### src/rtl/reg_write_arbiter_if.sv
// Write-request bus between the compute requesters and the register-bank write arbiter.
// Requesters drive the i_* side; the arbiter drives grants and the bank write port.
interface reg_write_arbiter_if #(
    parameter int NUM_REQ    = 4,
    parameter int NUM_REGS   = 8,
    parameter int WORD_WIDTH = 32
);
    localparam int ADDR_WIDTH = $clog2(NUM_REGS);

    logic [NUM_REQ-1:0]            i_req;
    logic [NUM_REQ-1:0]            i_lock;
    logic [NUM_REQ*ADDR_WIDTH-1:0] i_addr;
    logic [NUM_REQ*WORD_WIDTH-1:0] i_data;
    logic [NUM_REQ-1:0]            o_gnt;
    logic [NUM_REGS-1:0]           o_wr_en;
    logic [WORD_WIDTH-1:0]         o_wr_data;
    logic                          o_err;
    logic                          o_busy;

    modport master (
        output i_req, i_lock, i_addr, i_data,
        input  o_gnt, o_wr_en, o_wr_data, o_err, o_busy
    );

    modport slave (
        input  i_req, i_lock, i_addr, i_data,
        output o_gnt, o_wr_en, o_wr_data, o_err, o_busy
    );
endinterface

### src/rtl/reg_write_arbiter.sv
// Round-robin write arbiter for a register bank, with locked bursts capped at MAX_BURST beats.
// All outputs are registered; the grant cycle is also the bank's clk_en cycle.
//
//   state | meaning
//   IDLE  | no beat granted last cycle
//   GRANT | single unlocked beat granted last cycle
//   BURST | locked owner granted last cycle; count = beats issued so far
module reg_write_arbiter #(
    parameter int NUM_REQ    = 4,
    parameter int NUM_REGS   = 8,
    parameter int WORD_WIDTH = 32,
    parameter int MAX_BURST  = 4
) (
    input  logic               clk,
    input  logic               reset_n,
    reg_write_arbiter_if.slave bus
);
    localparam int ADDR_WIDTH = $clog2(NUM_REGS);
    localparam int PTR_W      = $clog2(NUM_REQ);
    localparam int CNT_W      = $clog2(MAX_BURST + 1);

    localparam logic [1:0] IDLE  = 2'd0;
    localparam logic [1:0] GRANT = 2'd1;
    localparam logic [1:0] BURST = 2'd2;

    logic [1:0]            state, state_d;
    logic [PTR_W-1:0]      rr, rr_d;
    logic [PTR_W-1:0]      owner, owner_d;
    logic [PTR_W-1:0]      win, sel;
    logic [CNT_W-1:0]      count, count_d;
    logic                  found, owner_ok, grant;
    logic [ADDR_WIDTH-1:0] addr_a [NUM_REQ];
    logic [WORD_WIDTH-1:0] data_a [NUM_REQ];
    logic [ADDR_WIDTH-1:0] sel_addr;
    logic [NUM_REQ-1:0]    gnt_d;
    logic [NUM_REGS-1:0]   wr_en_d;
    logic [WORD_WIDTH-1:0] wr_data_d;
    logic                  err_d;

    function automatic logic [PTR_W-1:0] wrap_inc(input logic [PTR_W-1:0] base, input int step);
        int s;
        s = int'(base) + step;
        if (s >= NUM_REQ) s = s - NUM_REQ;
        return PTR_W'(s);
    endfunction

    for (genvar r = 0; r < NUM_REQ; r++) begin : g_unpack
        assign addr_a[r] = bus.i_addr[r*ADDR_WIDTH +: ADDR_WIDTH];
        assign data_a[r] = bus.i_data[r*WORD_WIDTH +: WORD_WIDTH];
    end

    always_comb begin
        found = 1'b0;
        win   = rr;
        for (int k = 0; k < NUM_REQ; k++) begin
            if (!found && bus.i_req[wrap_inc(rr, k)]) begin
                found = 1'b1;
                win   = wrap_inc(rr, k);
            end
        end
    end

    assign owner_ok = (state == BURST) && bus.i_req[owner] && bus.i_lock[owner]
                      && (int'(count) < MAX_BURST);

    // A burst that ends for any reason falls straight into a fresh arbitration,
    // so the pointer (already past the owner) hands the bus to someone else.
    always_comb begin
        state_d = IDLE;
        rr_d    = rr;
        owner_d = owner;
        count_d = '0;
        grant   = 1'b0;
        sel     = owner;
        if (owner_ok) begin
            grant   = 1'b1;
            state_d = BURST;
            count_d = count + 1'b1;
        end else if (found) begin
            grant   = 1'b1;
            sel     = win;
            owner_d = win;
            rr_d    = wrap_inc(win, 1);
            if (bus.i_lock[win]) begin
                state_d = BURST;
                count_d = CNT_W'(1);
            end else begin
                state_d = GRANT;
            end
        end
    end

    assign sel_addr = addr_a[sel];

    always_comb begin
        gnt_d     = '0;
        wr_en_d   = '0;
        err_d     = 1'b0;
        wr_data_d = bus.o_wr_data;
        if (grant) begin
            gnt_d[sel] = 1'b1;
            wr_data_d  = data_a[sel];
            if (int'(sel_addr) < NUM_REGS) wr_en_d[sel_addr] = 1'b1;
            else                           err_d = 1'b1;
        end
    end

    always_ff @(posedge clk or negedge reset_n) begin
        if (!reset_n) begin
            state         <= IDLE;
            rr            <= '0;
            owner         <= '0;
            count         <= '0;
            bus.o_gnt     <= '0;
            bus.o_wr_en   <= '0;
            bus.o_wr_data <= '0;
            bus.o_err     <= 1'b0;
            bus.o_busy    <= 1'b0;
        end else begin
            state         <= state_d;
            rr            <= rr_d;
            owner         <= owner_d;
            count         <= count_d;
            bus.o_gnt     <= gnt_d;
            bus.o_wr_en   <= wr_en_d;
            bus.o_wr_data <= wr_data_d;
            bus.o_err     <= err_d;
            bus.o_busy    <= (state_d == BURST);
        end
    end

    a_gnt_onehot:   assert property (@(posedge clk) disable iff (!reset_n) $onehot0(bus.o_gnt));
    a_wr_en_onehot: assert property (@(posedge clk) disable iff (!reset_n) $onehot0(bus.o_wr_en));
    a_gnt_had_req:  assert property (@(posedge clk) disable iff (!reset_n)
                                     ~|(bus.o_gnt & ~$past(bus.i_req)));
    a_burst_cap:    assert property (@(posedge clk) disable iff (!reset_n) int'(count) <= MAX_BURST);
endmodule

### src/flat_wrapper.sv
// flat-port wrapper written by rule: the top's interface ports become plain ports
module reg_write_arbiter_flat 
#(
    parameter int NUM_REQ    = 4,
    parameter int NUM_REGS   = 8,
    parameter int WORD_WIDTH = 32,
    parameter int MAX_BURST  = 4
)
  (clk, reset_n, bus_i_req, bus_i_lock, bus_i_addr, bus_i_data, bus_o_gnt, bus_o_wr_en, bus_o_wr_data, bus_o_err, bus_o_busy);
  reg_write_arbiter_if #(.NUM_REQ(NUM_REQ), .NUM_REGS(NUM_REGS), .WORD_WIDTH(WORD_WIDTH)) bus_i ();
  input  logic clk;
  input  logic reset_n;
  input wire logic [$bits(bus_i.i_req)-1:0] bus_i_req;
  input wire logic [$bits(bus_i.i_lock)-1:0] bus_i_lock;
  input wire logic [$bits(bus_i.i_addr)-1:0] bus_i_addr;
  input wire logic [$bits(bus_i.i_data)-1:0] bus_i_data;
  output wire logic [$bits(bus_i.o_gnt)-1:0] bus_o_gnt;
  output wire logic [$bits(bus_i.o_wr_en)-1:0] bus_o_wr_en;
  output wire logic [$bits(bus_i.o_wr_data)-1:0] bus_o_wr_data;
  output wire logic [$bits(bus_i.o_err)-1:0] bus_o_err;
  output wire logic [$bits(bus_i.o_busy)-1:0] bus_o_busy;
  assign bus_i.i_req = bus_i_req;
  assign bus_i.i_lock = bus_i_lock;
  assign bus_i.i_addr = bus_i_addr;
  assign bus_i.i_data = bus_i_data;
  assign bus_o_gnt = bus_i.o_gnt;
  assign bus_o_wr_en = bus_i.o_wr_en;
  assign bus_o_wr_data = bus_i.o_wr_data;
  assign bus_o_err = bus_i.o_err;
  assign bus_o_busy = bus_i.o_busy;
  reg_write_arbiter #(.NUM_REQ(NUM_REQ), .NUM_REGS(NUM_REGS), .WORD_WIDTH(WORD_WIDTH), .MAX_BURST(MAX_BURST)) u_core (.clk(clk), .reset_n(reset_n), .bus(bus_i));
endmodule
### config.mk
export PLATFORM = sky130hd
export DESIGN_NAME = reg_write_arbiter_flat
export DESIGN_NICKNAME = d
export VERILOG_FILES = /design/src/rtl/reg_write_arbiter_if.sv /design/src/rtl/reg_write_arbiter.sv /design/src/flat_wrapper.sv
export SDC_FILE = /design/constraint.sdc
export NUM_CORES = 1
export LEC_CHECK = 0
export ABC_AREA = 1
export BUFFER_PORTS_ARGS = -buffer_cell sky130_fd_sc_hd__clkbuf_2
export CAP_MARGIN = 20
export CORE_MARGIN = 2
export CORE_UTILIZATION = 42
export DETAILED_ROUTE_END_ITERATION = 7
export PLACE_DENSITY = 0.77
export REMOVE_ABC_BUFFERS = 1
export SYNTH_ARGS = -nofsm -noshare
export SYNTH_HDL_FRONTEND = slang
export SYNTH_SLANG_ARGS = --single-unit
export TNS_END_PERCENT = 100
### constraint.sdc
create_clock -name clk -period 2.1 [get_ports clk]
set_input_delay 0.21 -clock clk [delete_from_list [all_inputs] [get_ports clk]]
set_output_delay 0.21 -clock clk [all_outputs]
set_load 0.01 [all_outputs]
Word-level counts from Yosys, hierarchy flattened
Cells that the tools add are included.
{"block": "classes", "n_mux": 49, "reduce_logical": 12, "add_sub_neg": 10, "eq_ne": 2, "magnitude_cmp": 17, "bitwise_logic": 2}
{"operator": "32-bit binary-select mux with 2-bit select", "count": 1}
{"operator": "32-bit two-way mux", "count": 2}
{"operator": "2-bit two-way mux", "count": 14}
{"operator": "2-bit by 3-bit < comparator with 1-bit output (second input constant)", "count": 7}
{"operator": "1-bit two-way mux", "count": 16}
{"operator": "3-bit >= comparator (second input constant)", "count": 5}
{"operator": "1-bit binary-select mux with 2-bit select", "count": 7}
{"operator": "3-bit two-way mux", "count": 4}
{"operator": "2-bit by 1-bit subtractor with 2-bit output (second input constant)", "count": 5}
{"operator": "1-bit logical AND", "count": 8}
{"operator": "8-bit two-way mux", "count": 1}
{"operator": "2-bit by 1-bit adder with 3-bit output (second input constant)", "count": 2}
{"operator": "2-bit by 2-bit adder with 3-bit output (second input constant)", "count": 2}
{"operator": "3-bit binary-select mux with 2-bit select", "count": 1}
{"operator": "2-bit == test (second input constant)", "count": 2}
{"operator": "3-bit by 4-bit < comparator with 1-bit output (second input constant)", "count": 1}
{"operator": "4-bit two-way mux", "count": 1}
{"operator": "3-bit by 1-bit adder with 3-bit output (second input constant)", "count": 1}
{"operator": "1-bit demux with 3-bit select", "count": 1}
{"operator": "2-bit by 3-bit >= comparator with 1-bit output (second input constant)", "count": 1}
{"operator": "3-bit by 1-bit >= comparator with 1-bit output (second input constant)", "count": 1}
{"operator": "1-bit logical NOT", "count": 3}
{"operator": "3-bit < comparator (second input constant)", "count": 1}
{"operator": "2-bit NOT with 3-bit output", "count": 1}
{"operator": "4 further kinds", "count": 4}
{"block": "totals", "elab_cells": 100, "register_bits": 54, "in_bits": 150}

Longest topological paths before layout
Gate-level depths: netlist of the first run.
{"block": "depth", "ltp_word": 25, "mapped_depth": 21}

Worst setup path before layout of the first run
Ideal clock, no wire load.
{"block": "synth_timing", "kind": "register to register", "start": "register u_core.rr[1]", "end": "register u_core.bus.o_wr_data[23]", "path_stages_with_launch": 20, "path_buffers": 3, "synth_period_minus_slack_ps": 2104, "setup_slack_ps": -4, "arrival_time_ps": 1987, "path_cell_list": "dfrtp_1 -> buf_6 -> inv_2 -> nand2_1 -> nand2_1 -> nand2_1 -> nand2_2 -> nand3_1 -> nand2_1 -> nand2_1 -> nand2_4 -> nand2_4 -> buf_6 -> buf_6 -> nand2_1 -> nand2_1 -> nand2_1 -> nand2_1 -> nand2_1 -> nand2_1"}
{"block": "synth_via", "elab_chain_len": 20, "elab_cells_between_ends": 45, "cone_classes": "add/sub: 7; order compare: 4; mux: 27; bitwise: 1; reduce/logical: 6"}
{"item": "from (decl)", "line_no": "reg_write_arbiter.sv:27", "source": "logic [PTR_W-1:0] rr, rr_d;"}
{"item": "from (signal assigned)", "line_no": "reg_write_arbiter.sv:121", "source": "rr <= rr_d;"}
{"item": "parallel branches: the longest is 20 deep, another holds 2-bit by 1-bit adder with 3-bit output"}
{"item": "to (signal assigned)", "line_no": "reg_write_arbiter.sv:126", "source": "bus.o_wr_data <= wr_data_d;"}
{"item": "to (decl)", "line_no": "reg_write_arbiter_if.sv:27", "source": "output o_gnt, o_wr_en, o_wr_data, o_err, o_busy"}
Several ways; the timed one is not identified. The select of a mux whose other input is x is not followed.
A chain may end at the register's enable or synchronous reset.

Final worst setup path of the first run
{"block": "layout_timing", "start": "register u_core.rr[0]", "end": "register u_core.bus.o_wr_data[29]"}
The elaborated chain is that of the path after synthesis.

==> results of run 1 <==
through the flow:
step / area, sq um / cells / TNS [ns] / hold WS [ns] / utilization (%)
2_1_floorplan: 3750 / 615 / -53.43 / -0.0856 / -
4_1_cts: 5570 / 990 / -1.05 / 0.226 / 60.3
6_report: 5850 / 1002 / -4.34 / 0.248 / 63.3
3_3_place_gp: 5290 / 976 / -1.94 / 0.271 / 57.3
5_1_grt: 5850 / 1002 / -10.99 / 0.273 / 63.3
3_5_place_dp: 5290 / 976 / -5.36 / 0.278 / 57.3
synthesized netlist by cell type (all sizes together):
library cell    n
clkbuf          6
ha              1
a31oi           1
nand4           3
nand3          87
nor3            4
inv            17
a21oi           3
nand3b          6
conb            1
o21ai           5
nor2           15
buf            35
dfrtp          54
nand2         416
nor3b           1
mux2i           1
kinds of logic after synthesis:
| group | after synthesis | share of synthesized area, % |
|---|---|---|
| and+or+nand+nor | 532 | 56.4 |
| buffers and inverters | 58 | 7.59 |
| DFF | 54 | 33.9 |
| AOI/OAI and AO/OA | 9 | 1.54 |
| muxes | 1 | 0.251 |
| adders and majority gates | 1 | 0.313 |
| other | 1 | 0.0940 |
critical path, cell delays in order (launching register included):
cell       delay [ns]
dfrtp_2          0.47
inv_4            0.08
nand2_2          0.09
nand2_4          0.07
nand2_2          0.06
nand2_2          0.08
nor2_8           0.20
nand4_1          0.17
nand2_2          0.17
nand2_8          0.10
nand2_8          0.12
clkbuf_16        0.16
buf_12           0.10
nand2_1          0.05
nand2_2          0.07
nand2_1          0.05
nand2_1          0.06
nand2_1          0.04
nand2_1          0.06
repair_timing:
item,CTS,global route
gates resized for setup,23,22
cloned,2,6
pin swaps,2,3
hold buffers,1,0
buffers inserted,3,6
endpoints found under the hold margin,24,0
endpoints found under the setup margin,45,47
flip-flops by register name, summed over array words and instances, names as in the netlist:
name                  flops
u_core.state              2
u_core.bus.o_wr_en        8
u_core.owner              2
u_core.bus.o_wr_data     32
u_core.count              3
u_core.bus.o_busy         1
u_core.rr                 2
u_core.bus.o_gnt          4
layout make-up:
class	count	area [sq um]	share of cell area [%]
sequential	54	1350	23.1
tap	129	161	2.76
clock buffer	6	82.6	1.41
multi-input combinational	545	2490	42.5
timing repair buffer	249	1660	28.4
clock inverter	2	38.8	0.663
inverter	17	68.8	1.18
worst paths after layout:
| kind | from | endpoint | slack (ns) |
|---|---|---|---|
| min in group asynchronous | reset_n | u_core.rr[0]$_DFFE_PN0P_ | 0.46 |
| max | u_core.rr[0]$_DFFE_PN0P_ | u_core.bus.o_wr_data[29]$_DFFE_PN0P_ | -0.15 |
| min reg2reg | u_core.bus.o_wr_data[18]$_DFFE_PN0P_ | u_core.bus.o_wr_data[18]$_DFFE_PN0P_ | 0.49 |
| max reg2reg | u_core.rr[0]$_DFFE_PN0P_ | u_core.bus.o_wr_data[29]$_DFFE_PN0P_ | -0.15 |
| max in group asynchronous | reset_n | u_core.count[0]$_DFF_PN0_ | 0.97 |
| min | bus_i_lock[0] | u_core.state[0]$_DFF_PN0_ | 0.25 |
routing by layer:
metal  global-route usage [%]  routed length (um)  share of wire, %  up-vias
li1                         -                   -                 -     2467
met4                     4.57                 106              0.87        0
met5                        0                   0                 0        -
met2                     39.3                6060                50      164
met3                     3.93                 820               6.7        8
met1                     29.7                5210                43     2078
==> flow_summary.json, run 1 <==
{
  "grt_pass1_vias": 4126,
  "drtAntennaViolNets": 0,
  "rsz0062_at_grt": "yes",
  "avgViaCountPerCell": 4.71,
  "final_common_cell": "nand2_1",
  "drc_errors": 0,
  "period_share_pct": 107,
  "clk_pin_slew_worst_paths_ns": 0.10,
  "nets": 1023,
  "core_area_sq_mm": 0.00924,
  "layout-drive-gt1-share_pct": 35.4,
  "htree_num_levels": 2,
  "dp_hpwl_mm": 8.31,
  "timing.fmax_mhz": 445,
  "avgSynthCellArea_sq_um": 6.08,
  "clock_tree.buffer_depth": 2,
  "diodes": 0,
  "gp_congestion": 0.837,
  "clock-root-buffer": "clkbuf_8",
  "synth_area_leader_cell": "nand2_1",
  "syn-cell-area_sq_mm": 0.00399,
  "cp.required_ns": 2.36,
  "die_h_um": 101,
  "drt_iter0_drc": 139,
  "r2r_cells": 18,
  "cts_buffers": 5,
  "endpoint_kind": "register",
  "fillCellCount": 877,
  "cap_violations": 0,
  "worstMarginPinSlew_ns": 0.672,
  "grt_start_max_net_pins": 45,
  "wl_mm": 12.2,
  "rows": 35,
  "skew_ns": 0.00418,
  "ys_top_cells_by_area": "nand2_1, dfrtp_1, nand3_1",
  "finalSetupViolations": 46,
  "dp_slack_ns": -0.156,
  "setup.worst_path.class": "register to register",
  "finalHoldViolCount": 0,
  "final_max_slew_viol_count": 0,
  "grt_overflow": 0,
  "antenna_found_initial": 0,
  "synth-seq-area-share_pct": 33.9,
  "layout_common_cells": "nand2_1, clkbuf_2, nand3_1",
  "synth_warnings": 0,
  "cts.sinks": 54,
  "min_path_type": "input pin to register",
  "netlist.area_leader.share_pct": 38.1,
  "violations": "setup timing",
  "whs_path_depth": 4,
  "grt_pass1_wl_mm": 18.9,
  "drtPass1Iterations": 5,
  "portBuffers": 194,
  "slew_headroom_pct": 55.2,
  "cts_tree": "done",
  "cp-start-kind": "register",
  "pin_count": 196,
  "outcome": "finished, violations left",
  "area_delta_synth_final_pct": 46.6,
  "worstSkewPairLatency_ns": 0.31,
  "syn_inst": 656,
  "wire_per_inst_um": 12.2,
  "crit_path_max_fanout": 8,
  "grt_util_all_layers_pct": 22.6,
  "arrival_ns": 2.50,
  "layout_min_cycle_time_ns": 2.25,
  "setup_ws_ns": -0.149,
  "synth_cell_types": 30,
  "vias": 4717,
  "ys_seq_elements": 54,
  "die_w_um": 101,
  "initial_core_util_pct": 43.2,
  "die_area_sq_mm": 0.0103
}
Power of run 1 is left out: the tool's default activity adds up to more than one toggle a clock period on the data nets, which glitch-free logic cannot reach.
==> inputs of run 2 (changes only) <==
--- a/config.mk
+++ b/config.mk
@@ -11,5 +11,5 @@
 export CORE_MARGIN = 2
-export CORE_UTILIZATION = 42
+export CORE_UTILIZATION = 51
 export DETAILED_ROUTE_END_ITERATION = 7
-export PLACE_DENSITY = 0.77
+export PLACE_DENSITY = 0.88
 export REMOVE_ABC_BUFFERS = 1
==> constraint.sdc (replaced) <==
create_clock -name clk -period 2.9 [get_ports clk]
set_input_delay 0.29 -clock clk [delete_from_list [all_inputs] [get_ports clk]]
set_output_delay 0.29 -clock clk [all_outputs]
set_load 0.02 [all_outputs]
==> run 2 against run 1 <==
Net effect:
- the run now ends clean
- cell area down 13%
- core utilization increased by 3.3 points
- hold slack worse by 0.19 ns
- final cell count is 6.9% lower
- wire length down 9.0%
- setup slack better by 0.43 ns
- non-clock buffer count is 41 lower
- global-route usage up 3.7 points
- register-to-register slack improved by 0.43 ns
- sequential share of layout area up 3.4 points
- die area is 17% lower
- critical path type unchanged
- clock skew up 0.0068 ns
==> flow_summary.json, run 2 (synthesis results as in run 1) <==
{
  "dp_cells": 925,
  "die_h_um": 92.5,
  "crit_path_max_fanout": 43,
  "htree_num_levels": 2,
  "finalSetupViolations": 0,
  "timing.rr.start": "u_core.rr[1]$_DFFE_PN0P_",
  "endpoint_kind": "register",
  "antenna_found_initial": 0,
  "skew_ns": 0.0110,
  "wl_mm": 11.1,
  "use_met3_pct": 2.20,
  "cap_violations": 0,
  "finalHoldViolCount": 0,
  "cts_setup_buffers": 0,
  "drt_iter0_drc": 190,
  "drtPass1Iterations": 5,
  "r2r-end": "u_core.bus.o_wr_en[4]$_DFF_PN0_",
  "worstMarginPinSlew_ns": 0.821,
  "path_cells": "inv_2 -> nand2_1 -> nand2_1 -> nand2_2 -> nand2_4 -> nor2_8 -> nand3_1 -> nand2_1 -> nand2_1 -> nand2_4 -> buf_4 -> nand3_1 -> nand2_1 -> nand2_1 -> nand3_1 -> nor2_1",
  "final_common_cell": "nand2_1",
  "layout-drive-gt1-share_pct": 28.5,
  "setup.worst_path.start": "u_core.rr[1]$_DFFE_PN0P_",
  "met2_usage_pct": 48.9,
  "avgViaCountPerCell": 4.97,
  "period_share_pct": 90.2,
  "crit_buf_inv": 2,
  "setup.worst_path.class": "register to register",
  "largest_register": "u_core.bus.o_wr_data",
  "drtAntennaViolNets": 0,
  "cts_tree": "done",
  "die_w_um": 92.5,
  "largest_reg_flops": 32,
  "cp-start-kind": "register",
  "slowest_delay_ns": 0.53,
  "fin_setup_tns_ns": 0,
  "fillCellCount": 707,
  "critPathTopFamily": "simple AND/OR/NAND/NOR gates",
  "grt_start_max_net_pins": 45,
  "use_met1_pct": 31.0,
  "initial_core_util_pct": 52.2,
  "drc_errors": 0,
  "cp_common_cell": "nand2_1",
  "nets": 981,
  "reg2reg_setup_slack_ns": 0.28,
  "slew_headroom_pct": 45.2,
  "pin_count": 196,
  "diodes": 0,
  "wire_per_inst_um": 11.9,
  "min_path_type": "input pin to async pin",
  "rsz0062_at_grt": "no",
  "layout_common_cells": "nand2_1, clkbuf_2, nand3_1",
  "dp_hpwl_mm": 8.60,
  "grt_util_all_layers_pct": 26.3,
  "cts.sinks": 54,
  "layout_min_cycle_time_ns": 2.62,
  "grt_overflow": 0,
  "vias": 4638,
  "portBuffers": 194,
  "gp_congestion": 0.864,
  "grt_pass1_wl_mm": 18.6,
  "clock_tree.buffer_depth": 2,
  "arrival_ns": 2.82,
  "grt_pass1_vias": 4381,
  "cp_num_cells": 16,
  "final_max_slew_viol_count": 0,
  "busiest_layer": "met2",
  "clk_pin_slew_worst_paths_ns": 0.11,
  "cp.required_ns": 3.10,
  "timing.fmax_mhz": 382,
  "rows": 32,
  "area_delta_synth_final_pct": 27.6,
  "reg_top3": "u_core.bus.o_wr_data (32), u_core.bus.o_wr_en (8), u_core.bus.o_gnt (4)",
  "slowest_stage": "dfrtp_1",
  "worstSkewPairLatency_ns": 0.31,
  "clock-root-buffer": "clkbuf_8",
  "ctsHoldBuffers": 0,
  "die_area_sq_mm": 0.00855,
  "stdcell_count": 933,
  "cts_buffers": 5,
  "cts-resized-gates": 0,
  "outcome": "complete, no violations",
  "core_area_sq_mm": 0.00765,
  "r2r_cells": 16
}
## run 2: changes by cell type in the layout (fill, tap and decap cells not counted), sizes merged
cell         before  now
dlygate4sd3       1    0
clkbuf          205  199
nand2           417  416
buf              49   14
clkinv            0    1
## run 2: area by class of cell
class	count	area (sq um)	share of cell area, %
Clock inverter	3	43.8	0.860
Clock buffer	5	68.8	1.35
Sequential cell	54	1350	26.6
Multi-Input combinational cell	544	2340	46.0
Tap cell	102	128	2.51
Timing Repair Buffer	208	1090	21.4
Inverter	17	66.3	1.30
## run 2: worst register-to-register path: cells and delay by family (launching register included)
family | cells | cell delay, ns
AND/OR/NAND/NOR | 14 | 1.52
flip-flops | 1 | 0.53
buffers and inverters | 2 | 0.48
## run 2: how the worst max path moves through the flow
stage                                                  to  slack [ns]
after floorplan           u_core.bus.o_wr_en[0]$_DFF_PN0_       -0.46
after global placement    u_core.bus.o_wr_en[6]$_DFF_PN0_        0.50
after detailed placement  u_core.bus.o_wr_en[7]$_DFF_PN0_        0.33
after CTS                 u_core.bus.o_wr_en[4]$_DFF_PN0_        0.30
after global routing      u_core.bus.o_wr_en[4]$_DFF_PN0_        0.01
final                     u_core.bus.o_wr_en[4]$_DFF_PN0_        0.28
## run 2: routing by layer
layer  routed length [um]  part of all wire [%]
met5                    0                     0
met4                  343                   3.1
met3                  786                   7.1
met2                 5620                    51
met1                 4360                    39
## run 2: stage by stage
step / util, % / instance area, sq um / hold WS, ns / setup slack, ns
2_1_floorplan: - / 3750 / -0.00559 / -0.460
3_3_place_gp: 65.1 / 4980 / 0.416 / 0.501
3_5_place_dp: 65.1 / 4980 / 0.428 / 0.325
4_1_cts: 66.6 / 5090 / 0.0817 / 0.304
5_1_grt: 66.6 / 5090 / 0.116 / 0.0131
6_report: 66.6 / 5090 / 0.0555 / 0.284
Power of run 2 is left out for the same reason.
==> inputs of run 3 (changes only) <==
Settings changed: CELL_PAD_IN_SITES_DETAIL_PLACEMENT set to 0, CELL_PAD_IN_SITES_GLOBAL_PLACEMENT set to 1, CORE_UTILIZATION 51 to 33, PLACE_DENSITY 0.88 to not set, PLACE_DENSITY_LB_ADDON set to 0.1.
==> run 3 against run 2 <==
Net effect:
- via count decreased by 1.4%
- flip-flop and latch count unchanged
- clock-buffer cell count did not move
- register-to-register slack better by 0.03 ns
- non-clock buffer count decreased by 1
- hold slack improved by 0.066 ns
- sequential share of layout area down 0.68 points
- critical path type unchanged
- first-iteration DRC count shrank 12%
- wire length up 11%
- die area rose by 52%
==> flow_summary.json, run 3 (synthesis results as in run 1) <==
{
  "worstMarginPinSlew_ns": 0.709,
  "final_common_cell": "nand2_1",
  "drtAntennaViolNets": 0,
  "grt_overflow": 0,
  "final_max_slew_viol_count": 0,
  "crit_path_max_fanout": 42,
  "cts_tree": "done",
  "layout-drive-gt1-share_pct": 28.3,
  "diodes": 0,
  "cts_setup_buffers": 0,
  "stdcell_count": 977,
  "die_w_um": 114,
  "nets": 980,
  "fin_util_pct": 43.8,
  "r2r_cells": 17,
  "htree_num_levels": 2,
  "antenna_found_initial": 0,
  "drt_iter0_drc": 167,
  "fillCellCount": 1305,
  "reg_top3": "u_core.bus.o_wr_data (32), u_core.bus.o_wr_en (8), u_core.bus.o_gnt (4)",
  "cp.required_ns": 3.12,
  "cts-resized-gates": 0,
  "die_h_um": 114,
  "worstSkewPairLatency_ns": 0.29,
  "drtPass1Iterations": 4,
  "grt_start_max_net_pins": 55,
  "hold_slack_ns": 0.121,
  "register_area_sq_mm": 0.00135,
  "portBuffers": 194,
  "endpoint_kind": "register",
  "timing.rr.start": "u_core.rr[1]$_DFFE_PN0P_",
  "period_share_pct": 89.1,
  "grt_pass1_wl_mm": 19.9,
  "wl_mm": 12.3,
  "clock-root-buffer": "clkbuf_16",
  "ctsHoldBuffers": 0,
  "gp_congestion": 0.793,
  "min_path_type": "input pin to async pin",
  "r2r-end": "u_core.bus.o_wr_en[6]$_DFF_PN0_",
  "rows": 40,
  "dp_hpwl_mm": 9.27,
  "grt_pass1_vias": 4303,
  "dp_cells": 969,
  "area_delta_synth_final_pct": 30.8,
  "layout_min_cycle_time_ns": 2.58,
  "cts_buffers": 5,
  "timing.fmax_mhz": 387,
  "cts.sinks": 54,
  "multi_input_area_sq_mm": 0.00234,
  "initial_core_util_pct": 33.5,
  "cp-start-kind": "register",
  "cap_violations": 0,
  "grt_util_all_layers_pct": 18.9,
  "finalSetupViolations": 0,
  "slew_headroom_pct": 52.8,
  "arrival_ns": 2.80,
  "skew_ns": 0.00712,
  "outcome": "complete, no violations",
  "avgViaCountPerCell": 4.68,
  "layout_common_cells": "nand2_1, clkbuf_2, nand3_1",
  "pin_count": 196,
  "largest_register": "u_core.bus.o_wr_data",
  "finalHoldViolCount": 0,
  "vias": 4571,
  "setup.worst_path.class": "register to register",
  "rsz0062_at_grt": "no",
  "die_area_sq_mm": 0.0130,
  "core_area_sq_mm": 0.0119,
  "wire_per_inst_um": 12.6,
  "drc_errors": 0,
  "largest_reg_flops": 32,
  "reg2reg_setup_slack_ns": 0.32,
  "clock_tree.buffer_depth": 2,
  "clk_pin_slew_worst_paths_ns": 0.07
}
run 3: how the worst max path moves through the flow:
| stage | start | to | slack, ns | cells past startpoint |
|---|---|---|---|---|
| 4_1_cts | u_core.rr[1]$_DFFE_PN0P_ | u_core.bus.o_wr_en[3]$_DFF_PN0_ | 0.31 | 16 |
| 3_5_place_dp | u_core.rr[1]$_DFFE_PN0P_ | u_core.bus.o_wr_en[3]$_DFF_PN0_ | 0.33 | 16 |
| 2_1_floorplan | u_core.rr[1]$_DFFE_PN0P_ | u_core.bus.o_wr_en[0]$_DFF_PN0_ | -0.46 | 15 |
| 5_1_grt | u_core.rr[1]$_DFFE_PN0P_ | u_core.bus.o_wr_en[6]$_DFF_PN0_ | 0.05 | 16 |
| 6_report | u_core.rr[1]$_DFFE_PN0P_ | u_core.bus.o_wr_en[6]$_DFF_PN0_ | 0.32 | 17 |
| 3_3_place_gp | u_core.rr[1]$_DFFE_PN0P_ | u_core.bus.o_wr_en[4]$_DFF_PN0_ | 0.42 | 16 |
run 3: through the flow:
stage                     setup TNS [ns]  cell area, sq um  setup slack (ns)
after floorplan                   -16.72              3750            -0.460
after global placement                 0              5030             0.416
after detailed placement               0              5030             0.325
after CTS                              0              5220             0.307
after global routing                   0              5220            0.0507
final                                  0              5220             0.317
run 3: cell type report:
cell class	instances	share of cell area, %
inverter	17	1.27
multi-input combinational	544	44.9
tap	147	3.52
clock inverter	3	1.32
sequential	54	25.9
clock buffer	5	2.40
timing repair buffer	207	20.7
run 3: critical path, cell delays in order (launching register included):
cell	delay [ns]
dfrtp_1	0.52
inv_2	0.11
nand2_1	0.07
nand2_1	0.10
nand2_1	0.11
nand2_4	0.08
nor2_8	0.15
nand3_1	0.11
nand2_1	0.12
nand2_1	0.12
nand2_4	0.10
buf_4	0.36
nand3_1	0.14
nand2_1	0.09
nand2_1	0.05
nand2_1	0.08
nand2_1	0.07
nor2_1	0.10
run 3: layer usage:
| layer | up-vias | routed length, um | global-route usage [%] |
|---|---|---|---|
| met3 | 10 | 825 | 4.20 |
| met5 | - | 0 | 0 |
| li1 | 2386 | - | - |
| met2 | 130 | 6130 | 35.0 |
| met4 | 0 | 140 | 4.07 |
| met1 | 2045 | 5200 | 22.3 |
Power of run 3 is left out for the same reason.
